[src/rtl/sort4_ctrl_pkg.sv]
// rtl/sort4_ctrl_pkg.sv - shared state encoding and batch constants for sort4_ctrl
package sort4_ctrl_pkg;

    // Controller states, 2-bit encoding
    typedef enum logic [1:0] {
        ST_IDLE  = 2'd0,
        ST_LOAD  = 2'd1,
        ST_SORT  = 2'd2,
        ST_DRAIN = 2'd3
    } state_t;

    localparam int DEPTH    = 4;
    localparam int MAX_PASS = 3;

    // Index limits in the 2-bit index width used by the controller
    localparam logic [1:0] LAST_IDX  = 2'(DEPTH - 1);
    localparam logic [1:0] LAST_J    = 2'(DEPTH - 2);
    localparam logic [1:0] LAST_PASS = 2'(MAX_PASS - 1);

endpackage

[src/rtl/sort4_ctrl_byte_comparator.sv]
// rtl/sort4_ctrl_byte_comparator.sv - combinational unsigned magnitude comparator
//
// Ports:
//   a, b : WIDTH-bit unsigned operands
//   lt   : a < b
//   gt   : a > b   (both low when a == b)
module byte_comparator #(
    parameter int WIDTH = 8
) (
    input  logic [WIDTH-1:0] a,
    input  logic [WIDTH-1:0] b,
    output logic             lt,
    output logic             gt
);

    assign lt = (a < b);
    assign gt = (a > b);

endmodule

[src/rtl/sort4_ctrl.sv]
// rtl/sort4_ctrl.sv - 4-entry in-place bubble sort controller with one shared comparator
//
// Ports:
//   clk, rst_n           : clock, asynchronous active-low reset
//   start                : begin a new batch (honoured in IDLE only)
//   in_valid/in_data     : load stream, in_ready high only in LOAD
//   out_valid/out_data   : sorted ascending output stream, valid only in DRAIN
//   out_ready            : consumer accept
//   busy                 : high in any state other than IDLE
//   done                 : one-cycle pulse after the last output is accepted
//   swap_count           : swaps performed for the current batch (0..6)
module sort4_ctrl
    import sort4_ctrl_pkg::*;
#(
    parameter int WIDTH = 8
) (
    input  logic             clk,
    input  logic             rst_n,
    input  logic             start,
    input  logic             in_valid,
    input  logic [WIDTH-1:0] in_data,
    output logic             in_ready,
    output logic             out_valid,
    output logic [WIDTH-1:0] out_data,
    input  logic             out_ready,
    output logic             busy,
    output logic             done,
    output logic [2:0]       swap_count
);

    state_t           state_q, state_d;
    logic [WIDTH-1:0] regs_q [DEPTH];
    logic [WIDTH-1:0] regs_d [DEPTH];
    logic [1:0]       ld_idx_q, ld_idx_d;
    logic [1:0]       rd_idx_q, rd_idx_d;
    logic [1:0]       j_q, j_d;
    logic [1:0]       pass_q, pass_d;
    logic             dirty_q, dirty_d;      // a swap has happened in the current pass
    logic [2:0]       swap_count_q, swap_count_d;
    logic             done_q, done_d;
    logic [WIDTH-1:0] out_data_q, out_data_d;

    logic [WIDTH-1:0] cmp_a, cmp_b;
    logic             cmp_lt, cmp_gt;
    logic             do_swap;

    // The single comparator always looks at the adjacent pair selected by j
    assign cmp_a = regs_q[j_q];
    assign cmp_b = regs_q[j_q + 2'd1];

    byte_comparator #(
        .WIDTH (WIDTH)
    ) u_cmp (
        .a  (cmp_a),
        .b  (cmp_b),
        .lt (cmp_lt),
        .gt (cmp_gt)
    );

    // Equal entries raise neither flag, so they keep their order
    assign do_swap = cmp_gt && !cmp_lt;

    always_comb begin
        state_d      = state_q;
        regs_d       = regs_q;
        ld_idx_d     = ld_idx_q;
        rd_idx_d     = rd_idx_q;
        j_d          = j_q;
        pass_d       = pass_q;
        dirty_d      = dirty_q;
        swap_count_d = swap_count_q;
        done_d       = 1'b0;

        case (state_q)
            ST_IDLE: begin
                if (start) begin
                    state_d      = ST_LOAD;
                    swap_count_d = 3'd0;
                    ld_idx_d     = 2'd0;
                end
            end
            ST_LOAD: begin
                if (in_valid) begin
                    regs_d[ld_idx_q] = in_data;
                    ld_idx_d         = ld_idx_q + 2'd1;
                    if (ld_idx_q == LAST_IDX) begin
                        state_d = ST_SORT;
                        j_d     = 2'd0;
                        pass_d  = 2'd0;
                        dirty_d = 1'b0;
                    end
                end
            end
            ST_SORT: begin
                if (do_swap) begin
                    regs_d[j_q]         = cmp_b;
                    regs_d[j_q + 2'd1]  = cmp_a;
                    swap_count_d        = swap_count_q + 3'd1;
                end
                if (j_q == LAST_J) begin
                    // End of a pass: a clean pass means sorted; after the last pass
                    // the array is sorted regardless.
                    if (!(dirty_q || do_swap) || (pass_q == LAST_PASS)) begin
                        state_d  = ST_DRAIN;
                        rd_idx_d = 2'd0;
                    end else begin
                        j_d     = 2'd0;
                        pass_d  = pass_q + 2'd1;
                        dirty_d = 1'b0;
                    end
                end else begin
                    j_d     = j_q + 2'd1;
                    dirty_d = dirty_q || do_swap;
                end
            end
            ST_DRAIN: begin
                if (out_ready) begin
                    rd_idx_d = rd_idx_q + 2'd1;
                    if (rd_idx_q == LAST_IDX) begin
                        state_d = ST_IDLE;
                        done_d  = 1'b1;
                    end
                end
            end
            default: state_d = ST_IDLE;
        endcase

        // Register the entry that will be presented next cycle
        out_data_d = (state_d == ST_DRAIN) ? regs_d[rd_idx_d] : '0;
    end

    always_ff @(posedge clk or negedge rst_n) begin
        if (!rst_n) begin
            state_q <= ST_IDLE;
            for (int i = 0; i < DEPTH; i++) begin
                regs_q[i] <= '0;
            end
            ld_idx_q     <= 2'd0;
            rd_idx_q     <= 2'd0;
            j_q          <= 2'd0;
            pass_q       <= 2'd0;
            dirty_q      <= 1'b0;
            swap_count_q <= 3'd0;
            done_q       <= 1'b0;
            out_data_q   <= '0;
        end else begin
            state_q      <= state_d;
            regs_q       <= regs_d;
            ld_idx_q     <= ld_idx_d;
            rd_idx_q     <= rd_idx_d;
            j_q          <= j_d;
            pass_q       <= pass_d;
            dirty_q      <= dirty_d;
            swap_count_q <= swap_count_d;
            done_q       <= done_d;
            out_data_q   <= out_data_d;
        end
    end

    assign in_ready   = (state_q == ST_LOAD);
    assign out_valid  = (state_q == ST_DRAIN);
    assign busy       = (state_q != ST_IDLE);
    assign done       = done_q;
    assign out_data   = out_data_q;
    assign swap_count = swap_count_q;

endmodule

[config.mk]
export PLATFORM = sky130hd
export DESIGN_NAME = sort4_ctrl
export DESIGN_NICKNAME = d
export VERILOG_FILES = /design/src/rtl/sort4_ctrl_pkg.sv /design/src/rtl/sort4_ctrl_byte_comparator.sv /design/src/rtl/sort4_ctrl.sv
export SDC_FILE = /design/constraint.sdc
export NUM_CORES = 1
export LEC_CHECK = 0
export ABC_AREA = 1
export BUFFER_PORTS_ARGS = -buffer_cell sky130_fd_sc_hd__clkbuf_2
export CELL_PAD_IN_SITES_DETAIL_PLACEMENT = 0
export CELL_PAD_IN_SITES_GLOBAL_PLACEMENT = 1
export CORE_ASPECT_RATIO = 1.1
export CORE_MARGIN = 3
export CORE_UTILIZATION = 45
export CTS_BUF_LIST = sky130_fd_sc_hd__clkbuf_8
export CTS_CLUSTER_DIAMETER = 80
export DETAILED_ROUTE_END_ITERATION = 8
export PLACE_DENSITY = 0.86
export SLEW_MARGIN = 20
export SYNTH_ARGS = -nofsm -noshare
export SYNTH_HDL_FRONTEND = slang
export SYNTH_HIERARCHICAL = 1
export SYNTH_SLANG_ARGS = --single-unit
[constraint.sdc]
create_clock -name clk -period 5.64 [get_ports clk]
set_input_delay 0.846 -clock clk [delete_from_list [all_inputs] [get_ports clk]]
set_output_delay 0.846 -clock clk [all_outputs]
set_load 0.1 [all_outputs]
==> out/results.txt, run 1 <==
unrepaired setup endpoints after global routing: no
worst reg2reg path endpoint: out_data[7]
hold endpoint: swap_count[0]
largest net degree at the start of global routing: 56
Final #Nets: 897
maxcap violations: 0
vias per inst: 5.67
crit path capture type: flip-flop
fin util: 0.484
CP max FO: 19
drt pass-1 iters: 6
WL per Instance: 18.2 um
core outline area: 11600 um2
asr flop ratio synth: 1.00
Avg Cell Area, Syn: 6.31 um2
Root Driver: clkbuf_8
Final Hold Vio Count: 0
Diodes inserted: 0
setup slack, reg-to-reg: 1.10 ns
pwr dens: 673 nW/um2
I/O pin cnt: 28
Detailed Route WL: 18.4 mm
# clock sinks: 55
number of I/O port buffers: 27
Worst-path clk slew: 0.12 ns
DRT iter0 DRCs: 605
Die X: 110 um
Worst EP required: 5.90 ns
Final min period: 4.54 ns
dpl hpwl: 13.1 mm
CTS resizes: 0
TNS Setup: 0 ns
DRC errors left: 0
R2R depth: 24
Starting Density: 0.466
Leak: 0.00295 uW
vias in the first global route: 5167
Max VDD drop: 0.000463 V
fmax: 220 MHz
Worst Hold Path Cells: 1
first-pass GRT wire length: 28.5 mm
Die Ht: 121 um
Distinct cells, synth: 44
reg2reg start: j_q[1]
grt total ovfl: 0
Worst Tran Pin Value: 0.842 ns
Hold Path Class: reg -> reg
die area: 13400 um2
Mapped Area: 5400 um2
critical path data arrival time: 4.80 ns
post-CTS setup buffer count: 0
Critical Path Start Type: flip-flop
Syn Nets: 895
Rel. slew slack: 0.438
Synth-to-Final Area Change: 3.82%
hold_buf cts: 0
ys flop type: dfrtp_1
hold wc startpoint: swap_count[0]
sequential area share after synthesis: 0.255
Final ANT Viol Nets: 0
Synth Warn #: 6
clk_lat worst skew: 0.33 ns
critical path class: reg -> reg
TritonCTS Buffers: 5
status: finished, final reports clean
RePlAce Congestion: 0.933
# H-tree levels: 2
initial antenna violation count: 0
Total GRT Usage: 0.269
final slew viol count: 0
Post-synth EDFFs: 0
Setup-failing EPs final: 0
via count: 5723
post-synthesis register bit count: 55
clock buffer depth: 2
Rows: 41
Post-Syn Instances: 856
layout cell share with drive strength beyond 1: 0.123
final period utilization: 0.804
Final Skew: 0.0149 ns
CTS tree: built
## worst max path at each step
| stage | start | end | slack (ns) |
|---|---|---|---|
| after floorplan | j_q[1] | out_data[5] | 2.31 |
| after global placement | j_q[1] | out_data[3] | 1.24 |
| after detailed placement | j_q[1] | out_data[3] | 1.18 |
| after CTS | j_q[1] | out_data[3] | 1.15 |
| after global routing | j_q[1] | out_data[3] | 0.74 |
| final | j_q[1] | out_data[7] | 1.10 |
## power by group
part	leakage [uW]	internal (uW)	switching, uW
Combinational	0.00219	787	2020
Sequential	0.000718	535	173
Clock	0.0000474	101	153
Total	0.00295	1420	2350
## layout make-up
| cell class | instances | area [um2] |
|---|---|---|
| fillers | 1240 | 5990 |
| repair buffers | 32 | 173 |
| multi-input cells | 656 | 3350 |
| well taps | 150 | 188 |
| inverters | 108 | 419 |
| flip-flops and latches | 55 | 1380 |
| clock inverters | 2 | 16.3 |
| clock buffers | 6 | 82.6 |
## cells in the mapped netlist (11+ instances only)
| library cell | instances | area [um2] |
|---|---|---|
| a21boi_0 | 11 | 82.6 |
| a21oi_1 | 83 | 415 |
| buf_2 | 13 | 65.1 |
| dfrtp_1 | 55 | 1380 |
| ha_1 | 26 | 325 |
| inv_1 | 97 | 364 |
| nand2_1 | 293 | 1100 |
| nand2_2 | 16 | 100 |
| nand3_1 | 62 | 310 |
| nand3_2 | 16 | 160 |
| nor2_1 | 45 | 169 |
| o21ai_0 | 53 | 265 |
| o21ai_1 | 13 | 65.1 |
## critical path, stage by stage, from the launching register on
cell and delay, ns:
dfrtp_1 0.72, inv_2 0.28, ha_1 0.56, inv_2 0.17, nand3_1 0.14, nand2_1 0.15, inv_1 0.08, inv_1 0.05
ha_1 0.27, nand2_1 0.08, a21oi_1 0.12, nor2_1 0.06, a21oi_1 0.23, nand2_4 0.23, inv_4 0.27, nand2_4 0.24
a21oi_2 0.19, nand2_1 0.06, nand2_1 0.05, nand2_1 0.04, nand2_1 0.12, nand2_1 0.08, nand3_1 0.07, nand2_1 0.06
nor2_1 0.10
## cell usage in the layout, fill, tap and decap left out, drive strengths merged, types with 2 or more instances in the layout
cell,count
o21ai,69
a22oi,3
a221oi,3
ha,26
a21oi,91
dfrtp,55
inv,106
o211ai,2
nand2,315
a21boi,11
nand3,79
clkinv,3
nor2,48
clkbuf,33
buf,5
## flip-flops by register name, summed over array words and instances, names as in the netlist
register and cells:
state_q 2, j_q 2, ld_idx_q 2, done 1
swap_count 3, out_data 8, pass_q 2, regs_q 32
dirty_q 1, rd_idx_q 2
## per-stage QoR
step / power (uW) / worst slack, ns / instance area (um2) / hold WS [ns] / cells
6_report: 3770 / 1.10 / 5610 / 0.525 / 1009
5_1_grt: 4090 / 0.744 / 5610 / 0.557 / 1009
4_1_cts: 3720 / 1.15 / 5610 / 0.529 / 1009
3_5_place_dp: 3460 / 1.18 / 5510 / 0.506 / 1001
3_3_place_gp: 3440 / 1.24 / 5510 / 0.504 / 1001
2_1_floorplan: 2810 / 2.31 / 5400 / 0.519 / 856
## per-layer routing
layer,global-route usage,share of wire,up-vias
li1,-,-,2744
met1,0.373,0.42,2633
met2,0.419,0.44,306
met3,0.0449,0.10,40
met4,0.106,0.031,0
met5,0,0,-
## cell families after synthesis
family,Yosys count,share of synthesized area
AND/OR/NAND/NOR,445,0.364
flip-flops,55,0.255
buffers and inverters,145,0.124
AO/OA/AOI/OAI,184,0.195
XOR/XNOR,1,0.00162
adder cells (fa/ha/maj),26,0.0602
No activity file was read; power rests on OpenSTA's default activity.
==> run 2, diff against run 1 <==
==> constraint.sdc (replaced) <==
create_clock -name clk -period 4.2 [get_ports clk]
set_input_delay 0.63 -clock clk [delete_from_list [all_inputs] [get_ports clk]]
set_output_delay 0.63 -clock clk [all_outputs]
set_load 0.1 [all_outputs]
==> out/results.txt, run 2 (same netlist as run 1, synthesis figures left out) <==
largest net degree at the start of global routing: 38
Worst-path clk slew: 0.12 ns
critical path, cell by cell: inv_8 > ha_2 > inv_2 > nand3_1 > nand2_2 > inv_1 > inv_1 > ha_1 > nand2_1 > inv_1 > nand2_1 > nand2_1 > nand2_1 > a21oi_1 > nand2_4 > nand2_4 > nand2_4 > nand3_4 > o21ai_2 > o21ai_4 > inv_2 > nand2_1 > nor2_1 > nor2_1
Worst Tran Pin Value: 0.873 ns
crit path capture type: flip-flop
critical path class: reg -> reg
CP bufs+invs: 6
fin area: 5660 um2
Root Driver: clkbuf_8
Rel. slew slack: 0.418
dpl hpwl: 13.3 mm
Sw Share: 0.611
vias in the first global route: 5307
Final #Nets: 904
DRC errors left: 0
placed cells: 1002
Starting Density: 0.466
P_int: 1990 uW
clock share of power: 0.064
vias per inst: 5.53
die area: 13400 um2
Final ANT Viol Nets: 0
CP dominant cell by count: nand2_1
CP max stage cell: dfrtp_1
Total GRT Usage: 0.270
most common cell after layout, fill and taps aside: nand2_1
layout cell share with drive strength beyond 1: 0.130
clock buffer depth: 2
net switching power figure: 3130 uW
Die Ht: 121 um
Die X: 110 um
Crit. Startpoint: j_q[0]
Setup-failing EPs final: 0
# clock sinks: 55
final slew viol count: 0
Rows: 41
placed cell areas: 5520 um2
share of power burned in registers: 0.191
met3 usage in global routing: 0.0439
Tot Pwr: 5120 uW
via count: 5622
critical path depth: 24
WL per Instance: 17.6 um
Hold Path Class: in -> async
unrepaired setup endpoints after global routing: no
Diodes inserted: 0
gr busiest metal: met2
initial antenna violation count: 0
Detailed Route WL: 17.9 mm
met2 Usage GRT: 0.411
RePlAce Congestion: 0.946
hold_buf cts: 0
DRT iter0 DRCs: 584
Reg with most FFs: regs_q
Final min period: 3.84 ns
# H-tree levels: 2
drt pass-1 iters: 5
first-pass GRT wire length: 28.8 mm
TNS Setup: 0 ns
Max VDD drop: 0.000821 V
Leak: 0.00298 uW
reg2reg start: j_q[0]
CP max FO: 37
cell family with most CP delay: simple AND/OR/NAND/NOR gates
core outline area: 11600 um2
final non-filler cell total: 1016
Synth-to-Final Area Change: 4.70%
I/O pin cnt: 28
final period utilization: 0.914
pwr dens: 906 nW/um2
clk_lat worst skew: 0.34 ns
Worst EP required: 4.46 ns
TritonCTS Buffers: 5
number of I/O port buffers: 27
Critical Path Start Type: flip-flop
Final Hold Vio Count: 0
R2R depth: 24
fin util: 0.488
maxcap violations: 0
grt total ovfl: 0
fmax: 261 MHz
commonest cells after routing, fill and taps aside: 293 x nand2_1, 98 x inv_1, 83 x a21oi_1, 62 x nand3_1, 55 x dfrtp_1
Final Skew: 0.0108 ns
met1 Usage GRT: 0.384
critical path data arrival time: 4.10 ns
Largest register FFs: 32
status: finished, final reports clean
CTS tree: built
CP max stage delay: 0.47 ns
combinational group share of total power: 0.745
-- run 2: layout make-up --
class,count,area (um2)
repair buffers,39,225
inverters,108,422
clock buffers,5,68.8
well taps,150,188
flip-flops and latches,55,1380
multi-input cells,656,3360
fillers,1267,5940
clock inverters,3,20.0
-- run 2: through the flow --
stage	worst slack (ns)	hold slack (ns)
finish	0.363	0.363
global route	0.0364	0.419
CTS	0.176	0.404
detailed placement	0.208	0.509
global placement	0.288	0.493
floorplan	0.865	0.334
-- run 2: timing repair --
| action | in CTS | in global routing |
|---|---|---|
| setup endpoints to repair | 0 | 9 |
| buffers inserted | 0 | 6 |
| resized for setup | 0 | 2 |
-- run 2: final timing paths --
kind | endpoint | slack, ns
min in group clk | swap_count[1] | 0.53
max | out_data[4] | 0.36
min | regs_q[12] | 0.36
min reg2reg | swap_count[1] | 0.53
max in group asynchronous | regs_q[22] | 2.92
max reg2reg | out_data[4] | 0.36
-- run 2: power groups by stage --
| stage | combinational, uW | clock (uW) | sequential (uW) |
|---|---|---|---|
| after floorplan | 2830 | 0 | 953 |
| after global placement | 3600 | 0 | 963 |
| after detailed placement | 3620 | 0 | 969 |
| after CTS | 3640 | 329 | 959 |
| after global routing | 4270 | 350 | 994 |
| final | 3820 | 329 | 976 |
-- run 2: routing by layer --
metal	vias up	part of all wire
met4	0	0.027
met2	243	0.44
met3	38	0.082
li1	2762	-
met1	2579	0.46
met5	-	0
==> run 3, diff against run 2 <==
--- a/config.mk
+++ b/config.mk
@@ -9,7 +9,7 @@
 export BUFFER_PORTS_ARGS = -buffer_cell sky130_fd_sc_hd__clkbuf_2
 export CELL_PAD_IN_SITES_DETAIL_PLACEMENT = 0
 export CELL_PAD_IN_SITES_GLOBAL_PLACEMENT = 1
-export CORE_ASPECT_RATIO = 1.1
+export CORE_ASPECT_RATIO = 0.9
 export CORE_MARGIN = 3
 export CORE_UTILIZATION = 45
 export CTS_BUF_LIST = sky130_fd_sc_hd__clkbuf_8
==> out/results.txt, run 3 (same netlist as run 1, synthesis figures left out) <==
Hold Path Class: in -> async
fillcell total: 1225
number of I/O port buffers: 27
Starting Density: 0.467
WL per Instance: 17.9 um
crit path capture type: flip-flop
die area: 13400 um2
layout cell share with drive strength beyond 1: 0.127
CP max FO: 37
Rows: 37
Min Hold Slack: 0.375 ns
drt pass-1 iters: 6
Largest register FFs: 32
core outline area: 11600 um2
Die X: 121 um
cell family with most CP delay: simple AND/OR/NAND/NOR gates
reg2reg start: j_q[0]
Crit. Startpoint: j_q[0]
pwr dens: 901 nW/um2
hold_buf cts: 0
Root Driver: clkbuf_8
TNS Setup: 0 ns
final period utilization: 0.916
Final #Nets: 899
Final min period: 3.85 ns
Final Hold Vio Count: 0
Critical Path Start Type: flip-flop
initial antenna violation count: 0
DRT iter0 DRCs: 758
R2R depth: 23
# H-tree levels: 2
maxcap violations: 0
critical path, cell by cell: inv_8 > ha_2 > inv_2 > nand3_2 > nand2_2 > inv_1 > inv_1 > ha_1 > a21o_1 > nor2_1 > and2_1 > inv_2 > nand2_4 > nand2_4 > nand2_4 > nand3_4 > o211ai_2 > nand2_4 > inv_4 > nand3_1 > nand3_1 > nand2_1 > nor2_1
Max VDD drop: 0.000578 V
dpl hpwl: 13.5 mm
CP max stage delay: 0.45 ns
# clock sinks: 55
DRC errors left: 0
Final Skew: 0.00752 ns
Diodes inserted: 0
vias per inst: 5.54
critical path class: reg -> reg
critical path data arrival time: 4.13 ns
Die Ht: 110 um
status: finished, final reports clean
clk_lat worst skew: 0.34 ns
via count: 5634
placed cells: 1009
I/O pin cnt: 28
Worst-path clk slew: 0.11 ns
Final ANT Viol Nets: 0
TritonCTS Buffers: 5
CTS tree: built
Worst EP required: 4.48 ns
Synth-to-Final Area Change: 4.15%
CP dominant cell by count: nand2_4
vias in the first global route: 5133
first-pass GRT wire length: 29.0 mm
post-CTS setup buffer count: 0
clock buffer depth: 2
commonest cells after routing, fill and taps aside: 293 x nand2_1, 97 x inv_1, 83 x a21oi_1, 62 x nand3_1, 55 x dfrtp_1
CP max stage cell: dfrtp_1
critical path depth: 23
final slew viol count: 0
grt total ovfl: 0
largest net degree at the start of global routing: 38
Worst Tran Pin Value: 0.845 ns
Reg with most FFs: regs_q
fmax: 260 MHz
Detailed Route WL: 18.2 mm
CTS resizes: 0
RePlAce Congestion: 1.10
final non-filler cell total: 1017
Total GRT Usage: 0.282
Setup-failing EPs final: 0
unrepaired setup endpoints after global routing: no
Leak: 0.00297 uW
CP bufs+invs: 6
Rel. slew slack: 0.437
most common cell after layout, fill and taps aside: nand2_1
[run 3: changes by cell type in the layout (fill, tap and decap cells not counted), sizes merged]
cell / change
buf: -5
clkinv: +1
clkinvlp: -1
[run 3: metrics by stage]
stage	util	cell area (um2)	power (uW)	setup WS (ns)
floorplan	-	5400	3780	0.865
global placement	0.478	5530	4600	0.454
detailed placement	0.478	5530	4620	0.365
CTS	0.486	5620	4970	0.340
global route	0.486	5630	5560	0.00211
finish	0.486	5630	5070	0.354
[run 3: per-layer routing]
layer / wire [um] / track usage
met5: 0 / 0
met2: 7220 / 0.378
met4: 248 / 0.0624
met1: 8540 / 0.433
met3: 2200 / 0.0931
[run 3: final timing paths]
check / slack (ns) / to
worst max-delay path: 0.35 / out_data[3]
worst min-delay path: 0.37 / j_q[0]
worst max register to register: 0.35 / out_data[3]
worst min register to register: 0.52 / swap_count[1]
max in group asynchronous: 2.93 / ld_idx_q[1]
min in group clk: 0.52 / swap_count[1]
[run 3: cell type report]
class / count / area (um2) / area share
multi-input cells: 656 / 3360 / 0.597
flip-flops and latches: 55 / 1380 / 0.245
inverters: 108 / 419 / 0.0745
well taps: 156 / 195 / 0.0347
repair buffers: 34 / 188 / 0.0334
clock buffers: 5 / 68.8 / 0.0122
clock inverters: 3 / 22.5 / 0.00400
[run 3: where the power goes]
group	switching (uW)	leakage, uW	internal (uW)
logic	2680	0.00220	1060
registers	277	0.000718	718
clock network	212	0.0000489	122
total	3170	0.00297	1900
